===== config.mk =====
export PLATFORM = sky130hd
export DESIGN_NAME = dp_operand_sequencer
export DESIGN_NICKNAME = d
export VERILOG_FILES = /design/src/rtl/dp_operand_sequencer.sv
export SDC_FILE = /design/constraint.sdc
export NUM_CORES = 1
export LEC_CHECK = 0
export ABC_CLOCK_PERIOD_IN_PS = 5000
export BUFFER_PORTS_ARGS = -buffer_cell sky130_fd_sc_hd__buf_4
export CAP_MARGIN = 20
export CORE_MARGIN = 2
export CORE_UTILIZATION = 30
export DETAILED_ROUTE_END_ITERATION = 8
export SETUP_SLACK_MARGIN = 0.2
export SLEW_MARGIN = 20
export SYNTH_ARGS = -nofsm -noshare
export SYNTH_HDL_FRONTEND = slang
export SYNTH_SLANG_ARGS = --single-unit

===== constraint.sdc =====
create_clock -name clk -period 5 [get_ports clk]
set_input_delay 0.5 -clock clk [delete_from_list [all_inputs] [get_ports clk]]
set_output_delay 0.5 -clock clk [all_outputs]
set_load 0.02 [all_outputs]

===== src/rtl/dp_operand_sequencer.sv =====
// dp_operand_sequencer: serial (x,y) FP32 pairs in, 4-lane groups out to the
// dot-product pipe, tagged z results back through a credit-guarded FIFO.
//
// Ports:
//   clk, rst             rising-edge clock, async active-low reset
//   in_valid/in_ready    operand pair handshake
//   in_x, in_y           FP32 pair
//   in_last              pair closes the group early
//   in_mode              group op, taken from the first pair of a group
//   dp_op, dp_x*, dp_y*  registered operand bus to the pipe
//   dp_z                 pipe result, valid PIPE_LAT edges after operands
//   out_valid/out_ready  result handshake
//   out_z, out_tag       FIFO head result and its group tag
//   busy                 partial group, in-flight group or unread result
module dp_operand_sequencer #(
  parameter int PIPE_LAT   = 3,
  parameter int FIFO_DEPTH = 4,
  parameter int TAG_W      = 4
) (
  input  logic             clk,
  input  logic             rst,
  input  logic             in_valid,
  output logic             in_ready,
  input  logic [31:0]      in_x,
  input  logic [31:0]      in_y,
  input  logic             in_last,
  input  logic             in_mode,
  output logic             dp_op,
  output logic [31:0]      dp_x0,
  output logic [31:0]      dp_x1,
  output logic [31:0]      dp_x2,
  output logic [31:0]      dp_x3,
  output logic [31:0]      dp_y0,
  output logic [31:0]      dp_y1,
  output logic [31:0]      dp_y2,
  output logic [31:0]      dp_y3,
  input  logic [31:0]      dp_z,
  output logic             out_valid,
  input  logic             out_ready,
  output logic [31:0]      out_z,
  output logic [TAG_W-1:0] out_tag,
  output logic             busy
);

  localparam int AW = $clog2(FIFO_DEPTH);
  localparam int CW = $clog2(FIFO_DEPTH + PIPE_LAT + 2) + 1;

  localparam logic [CW-1:0] DEPTH_C = CW'(FIFO_DEPTH);
  localparam logic [AW:0]   CNT_ONE = (AW+1)'(1);
  localparam logic [AW:0]   CNT_MAX = (AW+1)'(FIFO_DEPTH);
  localparam logic [AW-1:0] PTR_ONE = AW'(1);
  localparam logic [TAG_W-1:0] TAG_ONE = TAG_W'(1);

  logic [1:0]        lane;
  logic              mode_q;
  logic [31:0]       stg_x [4];
  logic [31:0]       stg_y [4];

  logic [31:0]       dx_q [4];
  logic [31:0]       dy_q [4];
  logic [31:0]       dx_d [4];
  logic [31:0]       dy_d [4];
  logic              op_q;
  logic              grp_mode;

  logic [TAG_W-1:0]  tag_q;

  logic [PIPE_LAT:0] trk_v;
  logic [TAG_W-1:0]  trk_tag [PIPE_LAT+1];

  logic [31:0]       mem_z   [FIFO_DEPTH];
  logic [TAG_W-1:0]  mem_tag [FIFO_DEPTH];
  logic [AW-1:0]     wr_ptr;
  logic [AW-1:0]     rd_ptr;
  logic [AW:0]       count;

  logic [CW-1:0]     inflight;
  logic              acc;
  logic              issue;
  logic              push;
  logic              pop;

  // Every tracked group owns one FIFO slot until it is read, so the
  // sum of tracked groups and stored results can never exceed depth.
  always_comb begin
    inflight = '0;
    for (int i = 0; i <= PIPE_LAT; i++) begin
      inflight = inflight + CW'(trk_v[i]);
    end
  end

  assign in_ready = (inflight + CW'(count)) < DEPTH_C;

  assign acc   = in_valid & in_ready;
  assign issue = acc & ((lane == 2'd3) | in_last);

  assign grp_mode = (lane == 2'd0) ? in_mode : mode_q;

  // Lanes below the current one come from staging, the current lane
  // takes the incoming pair, and unused lanes are padded with +0.0.
  always_comb begin
    for (int i = 0; i < 4; i++) begin
      dx_d[i] = '0;
      dy_d[i] = '0;
      if (2'(i) == lane) begin
        dx_d[i] = in_x;
        dy_d[i] = in_y;
      end else if (2'(i) < lane) begin
        dx_d[i] = stg_x[i];
        dy_d[i] = stg_y[i];
      end
    end
  end

  always_ff @(posedge clk or negedge rst) begin
    if (!rst) begin
      lane   <= '0;
      mode_q <= 1'b0;
      op_q   <= 1'b0;
      tag_q  <= '0;
      for (int i = 0; i < 4; i++) begin
        stg_x[i] <= '0;
        stg_y[i] <= '0;
        dx_q[i]  <= '0;
        dy_q[i]  <= '0;
      end
    end else if (acc) begin
      stg_x[lane] <= in_x;
      stg_y[lane] <= in_y;
      if (lane == 2'd0) begin
        mode_q <= in_mode;
      end
      if (issue) begin
        for (int i = 0; i < 4; i++) begin
          dx_q[i] <= dx_d[i];
          dy_q[i] <= dy_d[i];
        end
        op_q  <= grp_mode;
        lane  <= '0;
        tag_q <= tag_q + TAG_ONE;
      end else begin
        lane <= lane + 2'd1;
      end
    end
  end

  // One stage per pipe register plus one: the bit leaving the last
  // stage lines up with the edge on which dp_z holds that group.
  always_ff @(posedge clk or negedge rst) begin
    if (!rst) begin
      trk_v <= '0;
      for (int i = 0; i <= PIPE_LAT; i++) begin
        trk_tag[i] <= '0;
      end
    end else begin
      trk_v      <= {trk_v[PIPE_LAT-1:0], issue};
      trk_tag[0] <= tag_q;
      for (int i = 1; i <= PIPE_LAT; i++) begin
        trk_tag[i] <= trk_tag[i-1];
      end
    end
  end

  assign push      = trk_v[PIPE_LAT];
  assign out_valid = (count != '0);
  assign pop       = out_valid & out_ready;

  always_ff @(posedge clk or negedge rst) begin
    if (!rst) begin
      wr_ptr <= '0;
      rd_ptr <= '0;
      count  <= '0;
    end else begin
      if (push) begin
        wr_ptr <= wr_ptr + PTR_ONE;
      end
      if (pop) begin
        rd_ptr <= rd_ptr + PTR_ONE;
      end
      unique case ({push, pop})
        2'b10:   count <= count + CNT_ONE;
        2'b01:   count <= count - CNT_ONE;
        default: count <= count;
      endcase
    end
  end

  // Storage needs no reset: nothing is visible until count says so.
  always_ff @(posedge clk) begin
    if (push) begin
      mem_z[wr_ptr]   <= dp_z;
      mem_tag[wr_ptr] <= trk_tag[PIPE_LAT];
    end
  end

  assign out_z   = out_valid ? mem_z[rd_ptr]   : '0;
  assign out_tag = out_valid ? mem_tag[rd_ptr] : '0;

  assign busy = (lane != 2'd0)
              | (inflight != '0)
              | out_valid;

  assign dp_op = op_q;
  assign dp_x0 = dx_q[0];
  assign dp_x1 = dx_q[1];
  assign dp_x2 = dx_q[2];
  assign dp_x3 = dx_q[3];
  assign dp_y0 = dy_q[0];
  assign dp_y1 = dy_q[1];
  assign dp_y2 = dy_q[2];
  assign dp_y3 = dy_q[3];

  no_overflow: assert property (
    @(posedge clk) disable iff (!rst)
    push |-> (count < CNT_MAX)
  );

endmodule


==> results by group <==
Global routing
  – Vias in the first global route: 17400
  – First-pass GRT wire length: 109000 um
  – GR Overflow Total: 0
  – Largest net degree at the start of global routing: 141
  – Initial antenna violation count: 2
  – GR Util All Layers: 16.4%

Cells and area
  – Final core occ: 37.9%
  – Area of the multi-input gates: 8590 um^2
  – Layout cells sized above 1: 37.4%
  – Commonest non-fill, non-tap cells in the layout: dfrtp_1 (482), buf_4 (416), mux2_2 (218)
  – Final nets: 2288
  – Synthesis-to-finish area growth: 25.7%
  – Final instance area: 32100 um^2
  – Register Area: 16400 um^2
  – Most common cell after layout, fill and taps aside: dfrtp_1
  – Fillers: approximately 8000

Timing
  – Final setup fails: 0
  – Setup TNS: 0 ps
  – Worst Skew: approximately 36 ps
  – Max_slew headroom: 25.7%
  – RSZ-0062 raised after global routing: false
  – Max Clk Rate: between 200 and 250 MHz
  – Max-slew violations: 0
  – Hold violation count in the final report: 0
  – Fin crit share: 85.5%
  – Slew @ Worst Pin: 1110 ps
  – Tmin final: 4280 ps

Critical path
  – Top delay family on crit path: adder cells
  – CP max FO: 48
  – Slowest cell on crit path: nor2b_1
  – CP dominant cell by count: ha_1
  – CP Cell Sequence: fa_1, ha_1, ha_1, ha_1, nor2b_1, o211a_4, nand2_4, inv_6, buf_12, mux2_1
  – CP arrival: 4750 ps
  – Crit start category: flop
  – Crit path largest cell delay: 570 ps
  – WS Path Type: reg -> reg
  – CP Buf/Inv Count: 2
  – CP required: 5470 ps
  – CP Capture Type: flop

Synth
  – Syn Std Cell Area: 25500 um^2
  – Sequential fraction of the synthesis area: between 60 and 70%
  – Top cells by area, synth: dfrtp_1 (47%), edfxtp_1 (17%), mux2_2 (9.6%)
  – Top cell type's share of synthesized area: 47.3%
  – Synth Flop Type: dfrtp_1
  – Netlist cell types: 42
  – Mapped Cells: 1807
  – #FFs+latches synth: 627
  – Post-synth EDFFs: about 140
  – Avg Inst Size Synth: 14.1 um^2
  – Post-synth ARST share: 77.0%
  – Yosys warning count: 0
  – Syn_nets: 1926
  – Synth area leader: dfrtp_1

Route
  – Iteration count of the initial detailed-routing pass: 4
  – DR vias: 16600
  – DRC errors left: 0
  – Number of DRC markers in iteration 0: 1024
  – Final antenna-violating net count: 0
  – Final WL: 72000 um
  – Vias per inst: 4.92
  – Mean routed wirelength per cell: 21.4 um

Die
  – # rows: between 100 and 150
  – Initial Util: 30.1%
  – Core Region: between 80000 and 90000 um^2
  – Boundary pin count: 398
  – Die Span X: 296 um
  – Die ar.: 87500 um^2
  – Die Span Y: 296 um

Clock network
  – Number of buffers created by CTS: 71
  – H-tree Lvls: 3
  – Clock Latency Late Sink: 620 ps
  – Postcts setup bufs: 0
  – CTS tree: yes
  – Root buf cell: clkbuf_16
  – Clock Sink Count: 627
  – Max clock buf depth: 3
  – Worst-path clk slew: around 60 ps

Place
  – PortBufs: 397
  – Placed cell area: 29700 um^2
  – Gp weighted congestion: ~0.78
  – Dpl hpwl: 44500 um

Status
  – Outcome: completed

Power
  – Power Density: 701 nW/um^2
  – Leakage: 14.0 nW
  – Max IR drop VDD: approximately 0.00036 V

Run
  – Maximum Capacitance Violations: 0

Worst hold path
  – Worst min path class: in -> reg
-- per-stage QoR --
step	cells	hold WS, ps	worst slack (ps)	power, mW
3_3_place_gp	3239	333	779	17.2
6_report	3368	93.1	724	22.5
4_1_cts	3366	41.7	697	22.8
2_1_floorplan	1807	204	1980	13.7
5_1_grt	3366	57.2	432	23.8
3_5_place_dp	3239	335	722	17.5
-- state kept, by name (all words and copies together), names as in the netlist, 3 cells and up --
name     flops
mem_z      128
stg_x       96
stg_y       96
dp_x0       32
dp_x1       32
dp_x2       32
dp_x3       32
dp_y0       32
dp_y1       32
dp_y2       32
dp_y3       32
mem_tag     16
trk_tag     16
tag_q        4
trk_v        4
count        3
-- per-layer routing --
layer / up-vias / GRT usage [%] / routed length, um
li1: 7343 / - / -
met1: 8604 / 21.4 / 30900
met2: 515 / 25.8 / 33300
met3: 100 / 5.37 / 6110
met4: 4 / 4.92 / 1620
met5: - / 0 / 24
-- worst reg2reg max path, stage by stage, from the launching register on --
cell and delay, ps:
dfrtp_1 480, fa_1 500, ha_1 210, ha_1 290, ha_1 200, nor2b_1 570, o211a_4 290, nand2_4 280
inv_6 560, buf_12 350, mux2_1 430
-- cell usage after synthesis (15+ instances only) --
library cell	count
a22o_1	129
mux4_2	36
dfrtp_1	483
buf_2	34
ha_1	15
edfxtp_1	144
mux2_2	218
clkbuf_1	84
and2_1	42
mux2i_1	67
nand2_1	67
a21oi_1	189
mux2_4	28
o21ai_0	131
nor2_1	66
-- kinds of logic after synthesis --
family	count (synthesis)	synth area share [%]
buffers and inverters	144	2.55
and+or+nand+nor	194	3.50
muxes	363	17.7
adders and majority gates	17	0.892
xor gates and xnor gates	9	0.309
DFF	627	64.3
AOI/OAI and AO/OA	453	10.8
-- worst paths after layout --
| check | start | depth (start not counted) | to | slack (ps) |
|---|---|---|---|---|
| worst max-delay path | trk_v[3] | 10 | dp_x1[25] | 720 |
| worst min-delay path | dp_z[3] | 1 | mem_z[1][3] | 90 |
| worst max register to register | trk_v[3] | 10 | dp_x1[25] | 720 |
| worst min register to register | trk_tag[4] | 0 | trk_tag[0] | 340 |
| max in group asynchronous | rst | 3 | dp_y0[7] | 3220 |
| min in group asynchronous | rst | 2 | dp_y1[13] | 550 |
-- repair_timing --
action	4_1_cts	5_1_grt
gates resized for setup	0	0
hold buffers	1	0
endpoints found under the hold margin	9	0
-- layout make-up --
class                           instances  share of cell area [%]
Antenna cell                            2                  0.0156
Clock buffer                          101                    6.33
Multi-Input combinational cell       1036                    26.8
Timing Repair Buffer                  424                    10.2
Clock inverter                         25                    1.01
Inverter                                9                   0.121
Tap cell                             1144                    4.46
Sequential cell                       627                    51.1
-- report_power, final --
group	internal [mW]	switching, mW	leakage (nW)
Sequential	7.22	1.18	7.33
Combinational	3.99	4.89	5.54
Clock	3.03	2.20	1.15
(Power assumes the default switching activity.)
